File: config.mk
export PLATFORM = sky130hd
export DESIGN_NAME = sipo_frame_controller
export DESIGN_NICKNAME = d
export VERILOG_FILES = /design/src/rtl/sipo_frame_pkg.sv /design/src/rtl/sipo_shift_en.sv /design/src/rtl/sipo_frame_controller.sv
export SDC_FILE = /design/constraint.sdc
export NUM_CORES = 1
export LEC_CHECK = 0
export BUFFER_PORTS_ARGS = -buffer_cell sky130_fd_sc_hd__buf_2
export CAP_MARGIN = 20
export CORE_MARGIN = 10
export CORE_UTILIZATION = 30
export CTS_CLUSTER_DIAMETER = 120
export DETAILED_ROUTE_END_ITERATION = 8
export SLEW_MARGIN = 20
export SYNTH_ARGS = -nofsm -noshare
export SYNTH_HDL_FRONTEND = slang
export SYNTH_HIERARCHICAL = 1
export SYNTH_SLANG_ARGS = --single-unit
File: constraint.sdc
create_clock -name Clk_In -period 1.7 [get_ports Clk_In]
set_clock_uncertainty 0.05 [all_clocks]
set_input_delay 0.085 -clock Clk_In [delete_from_list [all_inputs] [get_ports Clk_In]]
set_output_delay 0.085 -clock Clk_In [all_outputs]
set_load 0.02 [all_outputs]
File: src/rtl/sipo_frame_pkg.sv
// Shared types for the SIPO frame controller.
// SIPO_FRAME_PARITY_EN adds the PARITY state (even parity bit after the data).
package sipo_frame_pkg;

  localparam int DATA_WIDTH_DEFAULT = 8;

`ifdef SIPO_FRAME_PARITY_EN
  typedef enum logic [1:0] {
    IDLE   = 2'd0,
    SHIFT  = 2'd1,
    PARITY = 2'd2
  } state_t;
`else
  typedef enum logic [1:0] {
    IDLE  = 2'd0,
    SHIFT = 2'd1
  } state_t;
`endif

  function automatic int cnt_width(input int width);
    return $clog2(width + 1);
  endfunction

endpackage

File: src/rtl/sipo_shift_en.sv
// Enabled serial-in/parallel-out shift register; MSB_FIRST selects which end
// the first bit ends up at after WIDTH shifts.
module sipo_shift_en #(
  parameter int WIDTH     = 8,
  parameter int MSB_FIRST = 1
) (
  input  logic             clk,
  input  logic             rst_n,
  input  logic             en,
  input  logic             data,
  output logic [WIDTH-1:0] q
);

  generate
    if (WIDTH == 1) begin : g_single
      always_ff @(posedge clk or negedge rst_n) begin
        if (!rst_n)  q <= '0;
        else if (en) q <= data;
      end
    end else if (MSB_FIRST != 0) begin : g_msb
      always_ff @(posedge clk or negedge rst_n) begin
        if (!rst_n)  q <= '0;
        else if (en) q <= {q[WIDTH-2:0], data};
      end
    end else begin : g_lsb
      always_ff @(posedge clk or negedge rst_n) begin
        if (!rst_n)  q <= '0;
        else if (en) q <= {data, q[WIDTH-1:1]};
      end
    end
  endgenerate

endmodule

File: src/rtl/sipo_frame_controller.sv
// Collects DATA_WIDTH serial bits after a Start strobe and hands the frame to a
// one-entry output buffer. Define SIPO_FRAME_PARITY_EN for a trailing even-parity bit.
module sipo_frame_controller
  import sipo_frame_pkg::*;
#(
  parameter int DATA_WIDTH = DATA_WIDTH_DEFAULT,
  parameter int MSB_FIRST  = 1
) (
  input  logic                  Clk_In,
  input  logic                  Reset_N_In,
  input  logic                  Start_In,
  input  logic                  Bit_Valid_In,
  input  logic                  Serial_Data_In,
  input  logic                  Byte_Ready_In,
  output logic [DATA_WIDTH-1:0] Byte_Out,
  output logic                  Byte_Valid_Out,
  output logic                  Busy_Out,
  output logic                  Overrun_Out,
  output logic                  Parity_Error_Out
);

  localparam int CW = cnt_width(DATA_WIDTH);

  state_t                state, state_nxt;
  logic [CW-1:0]         cnt;
  logic                  last_bit;
  logic                  shift_en;
  logic                  cnt_clr;
  logic                  frame_done;
  logic                  done_q;
  logic [DATA_WIDTH-1:0] sipo;

  assign last_bit = (cnt == CW'(DATA_WIDTH - 1));

  always_ff @(posedge Clk_In or negedge Reset_N_In) begin
    if (!Reset_N_In) state <= IDLE;
    else             state <= state_nxt;
  end

  always_comb begin
    state_nxt = state;
    case (state)
      IDLE:  if (Start_In) state_nxt = SHIFT;
      SHIFT: begin
        if (Start_In) state_nxt = SHIFT;
`ifdef SIPO_FRAME_PARITY_EN
        else if (Bit_Valid_In && last_bit) state_nxt = PARITY;
`else
        else if (Bit_Valid_In && last_bit) state_nxt = IDLE;
`endif
      end
`ifdef SIPO_FRAME_PARITY_EN
      PARITY: begin
        if (Start_In)          state_nxt = SHIFT;
        else if (Bit_Valid_In) state_nxt = IDLE;
      end
`endif
      default: state_nxt = IDLE;
    endcase
  end

  // Start always wins over a data bit; in IDLE data bits are ignored.
  always_comb begin
    Busy_Out   = (state != IDLE);
    cnt_clr    = Start_In;
    shift_en   = 1'b0;
    frame_done = 1'b0;
    case (state)
      SHIFT: begin
        shift_en = Bit_Valid_In && !Start_In;
`ifndef SIPO_FRAME_PARITY_EN
        frame_done = Bit_Valid_In && !Start_In && last_bit;
`endif
      end
`ifdef SIPO_FRAME_PARITY_EN
      PARITY: frame_done = Bit_Valid_In && !Start_In;
`endif
      default: ;
    endcase
  end

  always_ff @(posedge Clk_In or negedge Reset_N_In) begin
    if (!Reset_N_In)   cnt <= '0;
    else if (cnt_clr)  cnt <= '0;
    else if (shift_en) cnt <= cnt + CW'(1);
  end

  sipo_shift_en #(
    .WIDTH     (DATA_WIDTH),
    .MSB_FIRST (MSB_FIRST)
  ) u_shift (
    .clk   (Clk_In),
    .rst_n (Reset_N_In),
    .en    (shift_en),
    .data  (Serial_Data_In),
    .q     (sipo)
  );

  // The SIPO cannot shift during the cycle after completion, so it is still
  // stable when done_q moves it into the output buffer.
  always_ff @(posedge Clk_In or negedge Reset_N_In) begin
    if (!Reset_N_In) done_q <= 1'b0;
    else             done_q <= frame_done;
  end

`ifdef SIPO_FRAME_PARITY_EN
  logic perr_q;

  always_ff @(posedge Clk_In or negedge Reset_N_In) begin
    if (!Reset_N_In)     perr_q <= 1'b0;
    else if (frame_done) perr_q <= (^sipo) ^ Serial_Data_In;
  end
`endif

  always_ff @(posedge Clk_In or negedge Reset_N_In) begin
    if (!Reset_N_In) begin
      Byte_Out       <= '0;
      Byte_Valid_Out <= 1'b0;
      Overrun_Out    <= 1'b0;
    end else begin
      Overrun_Out <= 1'b0;
      if (done_q) begin
        if (Byte_Valid_Out && !Byte_Ready_In) begin
          Overrun_Out <= 1'b1;
        end else begin
          Byte_Out       <= sipo;
          Byte_Valid_Out <= 1'b1;
        end
      end else if (Byte_Ready_In) begin
        Byte_Valid_Out <= 1'b0;
      end
    end
  end

`ifdef SIPO_FRAME_PARITY_EN
  always_ff @(posedge Clk_In or negedge Reset_N_In) begin
    if (!Reset_N_In)
      Parity_Error_Out <= 1'b0;
    else if (done_q && !(Byte_Valid_Out && !Byte_Ready_In))
      Parity_Error_Out <= perr_q;
  end
`else
  assign Parity_Error_Out = 1'b0;
`endif

endmodule

# Yosys cells after proc, flatten, opt, wreduce, memory -nomap -nowiden
# Index checks and enable logic that the tools add are counted.
# word_totals
register_bits	25
in_bits	6
out_inout_bits	12
elab_cells	40
# op_classes
add_sub_neg	1
n_eq_ne	5
mux	13
n_bitwise	1
n_reduce_logical	13
# ops
operator	n
$mux 4	2
$mux 1	7
$mux 2	3
$reduce_and 2->1	3
$reduce_bool 2->1	3
$add 4x1->4 const B	1
$eq 4x3->1 const B	1
$logic_and 1x1->1	4
$ne 2x2->1 const B	2
$pmux 2 s2	1
$ne 3x3->1 const B	1
$eq 2x1->1 const B	1
$logic_not 1->1	2
$logic_not 2->1	1
$not 1->1	1

# Logic depth before layout (Yosys ltp)
# depth
depth_word	5
ltp_mapped	4
mapped_depth_nobuf	4

# By module
# Netlist, hierarchy kept.
# modules_own_cells
module	n_inst	cells_each	area_each_um2	seq_area_each_um2
sipo_frame_controller	1	49	638.1	400.4
sipo_shift_en	1	17	331.6	200.2

# Worst setup path after synthesis
# Ideal clock, no wire load.
# synth_path
kind	register -> register
start	register state[0]
end	register u_shift.q[0]
setup_ns	0.125
t_arrival_ns	1.193
t_required_ns	1.525
setup_slack_ns	0.332
stages_incl_launch_ff	5
n_path_buf	1
synth_period_minus_slack_ns	1.368
path_cell_list	dfrtp_1 nand2_2 nor2_1 buf_6 mux2_4
# synth_via
elab_chain_cells	2
# synth_lines
element	line	rtl
from (decl)	sipo_frame_controller.sv:24	state_t state, state_nxt;
from (signal assigned)	sipo_frame_controller.sv:37	else state <= state_nxt;
$eq 2x1->1	sipo_frame_controller.sv:68	case (state)
$mux 1	sipo_frame_controller.sv:68	
named net shift_en	sipo_frame_controller.sv:27	logic shift_en;
to (signal assigned)	sipo_shift_en.sv:23	else if (en) q <= {q[WIDTH-2:0], data};
to (decl)	sipo_shift_en.sv:11	output logic [WIDTH-1:0] q
# The timed path passes the listed nets, and every way through them passes these cells.
# A chain may end at the register's enable or synchronous reset.

# Worst setup path in the final report
# layout_path
start	register state[0]
end	register u_shift.q[7]
# Same word-level chain as after synthesis.

==> summary.txt <==
Setup crit end kind: flop
Final Hold Viols: 0
largest net degree at the start of global routing: 25
clock power share: 24.9%
Worst EP arrival: 1.50 ns
Reg-to-Reg End: u_shift/q[7]
Sequential Area: 600.6 µm²
outcome: completed
fin worst setup slack: 0.3528 ns
post-synth cell types: 20
vias in the first global route: 581
Placer Congestion: 0.6828
I/O pin count: 18
Syn Inst Count: 66
HPWL Detailed: 1.212 mm
dpl ws: 0.3805 ns
layout cells sized above 1: 45.45%
Via density: 4.182
GRT met1 Usage: 6.531%
Reg power frac: 60.9%
Syn Nets: 73
most common cell after layout, fill and taps aside: dfrtp_1
crit share post-route: 79.25%
max incr delay on CP: 0.46 ns
area share of fa/ha/maj cells after synthesis: 1.290%
initial antenna violation count: 0
crit path max-delay cell type: dfrtp_1
GRT Util Overall: 5.694%
Crit Reg-Reg Startpoint: state[0]
Comb pwr share: 14.2%
Cell Rows: 20
crit-path leading delay family: flip-flops
global-route wire length before repair: 2.773 mm
Buffers on Ports: 16
clk root buf: clkbuf_4
Clock Path Buffers: 2
post-synthesis simple-gate area fraction: 8.129%
grt met3 use: 1.865%
largest family of logic cells by synthesized area: multiplexers
Clk pin slew, worst setup/hold paths: 0.12 ns
GRT Residual Overflow: 0
Yosys warnings: 6
chip height: 76.86 µm
Worst Setup Start Kind: flop
sw power: 0.0002721 W
total number of H-tree levels: 1
# clock sinks: 24
initial core utilization: 31.50%
Syn Std Cell Area: 969.7 µm²
Final Slew Violations: 0
post-layout util: 37.68%
Seq/Total Area, Yosys: 61.94%
DR pass1 iterations: 3
leading cell types in the layout, fill and taps excluded: dfrtp_1 (24), buf_2 (16), mux2_2 (8), mux2_4 (8), nor2_1 (4)
mux share of post-synthesis cell area: 21.68%
routed wire length: 1.653 mm
drt wl/cell: 12.52 µm
Setup Total Neg Slack: 0 ns
via count: 552
Fmax: 0.7423 GHz
number of synthesized register bits: 24
P_int: 0.0009017 W
RSZ-0062 raised after global routing: false
Pwr Density: 1012 nW/µm²
Critical path buffers and inverters: 1
Global Route met2 Usage: 9.275%
Die X: 76.86 µm
core area: 3078 µm²
GRT busiest layer: met2
n_diodes: 0
max_cap viols: 0
# setup viols final: 0
Tightest Pin Transition: 0.5149 ns
kind of critical path: reg2reg
die area: 5907 µm²
sw frac: 23.18%
min-delay src: Byte_Ready_In
Worst Reg-to-Reg Cells: 4
worst skew pair latency: 0.30 ns
syn_area_per_cell: 14.69 µm²
Antenna Nets Post-Route: 0
drt initial violations: 28
CTS tree: built
Slew headroom: 65.68%
crit path time final: 1.347 ns
CP required: 1.85 ns
worst reg-to-reg setup slack: 0.35 ns
Post-Synth XOR/XNOR Area: 1.806%
final hold slack: 0.02338 ns
Compound-Gate Fraction of Synth Area: 2.452%
DRC: 0
area occupied by multi-input gates: 346.6 µm²
worst hold path class: in2reg
crit-path cells: nand2_2 > nor2_1 > buf_4 > mux2_4
peak supply drop: 0.0003013 V
CP max FO: 8
total setup buffers inserted after CTS: 0
# nets final: 96
depth of the worst hold-timing path: 3
Num CTS Buffers: 3
Hold Crit Endpoint: Overrun_Out
Lkg Pwr: 0.5908 nW
Fillers: 304
area grow syn2layout: 19.61%
[what timing repair did]
action | CTS | global route
endpoints found under the hold margin | 30 | 0
hold buffers | 3 | 0
resized for setup | 0 | 0
[worst register-to-register path, delay by kind of cell, from the launching register on]
kind | cells | cell delay (ns)
buffers and inverters | 1 | 0.20
DFF | 1 | 0.46
muxes | 1 | 0.31
and+or+nand+nor | 2 | 0.22
[area by class of cell]
cell class,count,share of cell area [%]
sequential,24,51.78
multi-input combinational,39,29.88
timing repair buffer,20,10.14
tap,44,4.747
clock buffer,4,3.128
inverter,1,0.3236
[power by group through the flow]
stage	Clock, W	Combinational, W	Sequential, W
2_1_floorplan	0	0.000137	0.000705
3_3_place_gp	0	0.000160	0.000724
3_5_place_dp	0	0.000164	0.000727
4_1_cts	0.000300	0.000170	0.000716
5_1_grt	0.000331	0.000177	0.000726
6_report	0.000292	0.000167	0.000714
[registers in the layout, indices dropped and copies added (netlist names)]
name            cells
Byte_Out            8
u_shift/q           8
cnt                 4
Byte_Valid_Out      1
Overrun_Out         1
done_q              1
state               1
[logic make-up after synthesis]
kind of cell             count (synthesis)
AO/OA/AOI/OAI                            4
XOR/XNOR                                 2
adder cells (fa/ha/maj)                  1
buffers and inverters                    3
flip-flops                              24
multiplexers                            16
other                                    1
AND/OR/NAND/NOR                         15
[per-layer routing]
metal,wire (µm),up-vias
li1,-,267
met1,741,272
met2,797,11
met3,85,2
met4,27,0
met5,0,-
[worst max path at each step]
stage          startpoint  cells past startpoint            to
6_report         state[0]                      4  u_shift/q[7]
4_1_cts          state[0]                      4  u_shift/q[0]
5_1_grt          state[0]                      4  u_shift/q[4]
3_5_place_dp     state[0]                      4  u_shift/q[1]
3_3_place_gp     state[0]                      4  u_shift/q[2]
2_1_floorplan    state[0]                      4  u_shift/q[0]
[per-stage QoR]
| stage | instances | area (µm²) | power [W] |
|---|---|---|---|
| after CTS | 132 | 1160 | 0.001186 |
| after floorplan | 66 | 969.7 | 0.0008423 |
| after detailed placement | 125 | 1094 | 0.0008911 |
| final | 132 | 1160 | 0.001174 |
| after global placement | 125 | 1094 | 0.0008848 |
| after global routing | 132 | 1160 | 0.001234 |
[Yosys cell counts]
library cell   n  area share [%]
dfrtp_1       24              62
mux2_2         8             9.3
mux2_4         8              12
nor2_1         4             1.5
nand3_1        3             1.5
a21oi_1        2             1.0
nand2_1        2            0.77
nand2_2        2             1.3
xor2_1         2             1.8
a21o_2         1            0.90
buf_4          1            0.77
buf_6          1             1.2
conb_1         1            0.39
ha_1           1             1.3
inv_1          1            0.39
nand2b_1       1            0.65
nand4b_1       1            0.90
nor3b_1        1            0.77
o21ai_0        1            0.52
or3_1          1            0.65
Power figures use the tool's default switching activity.
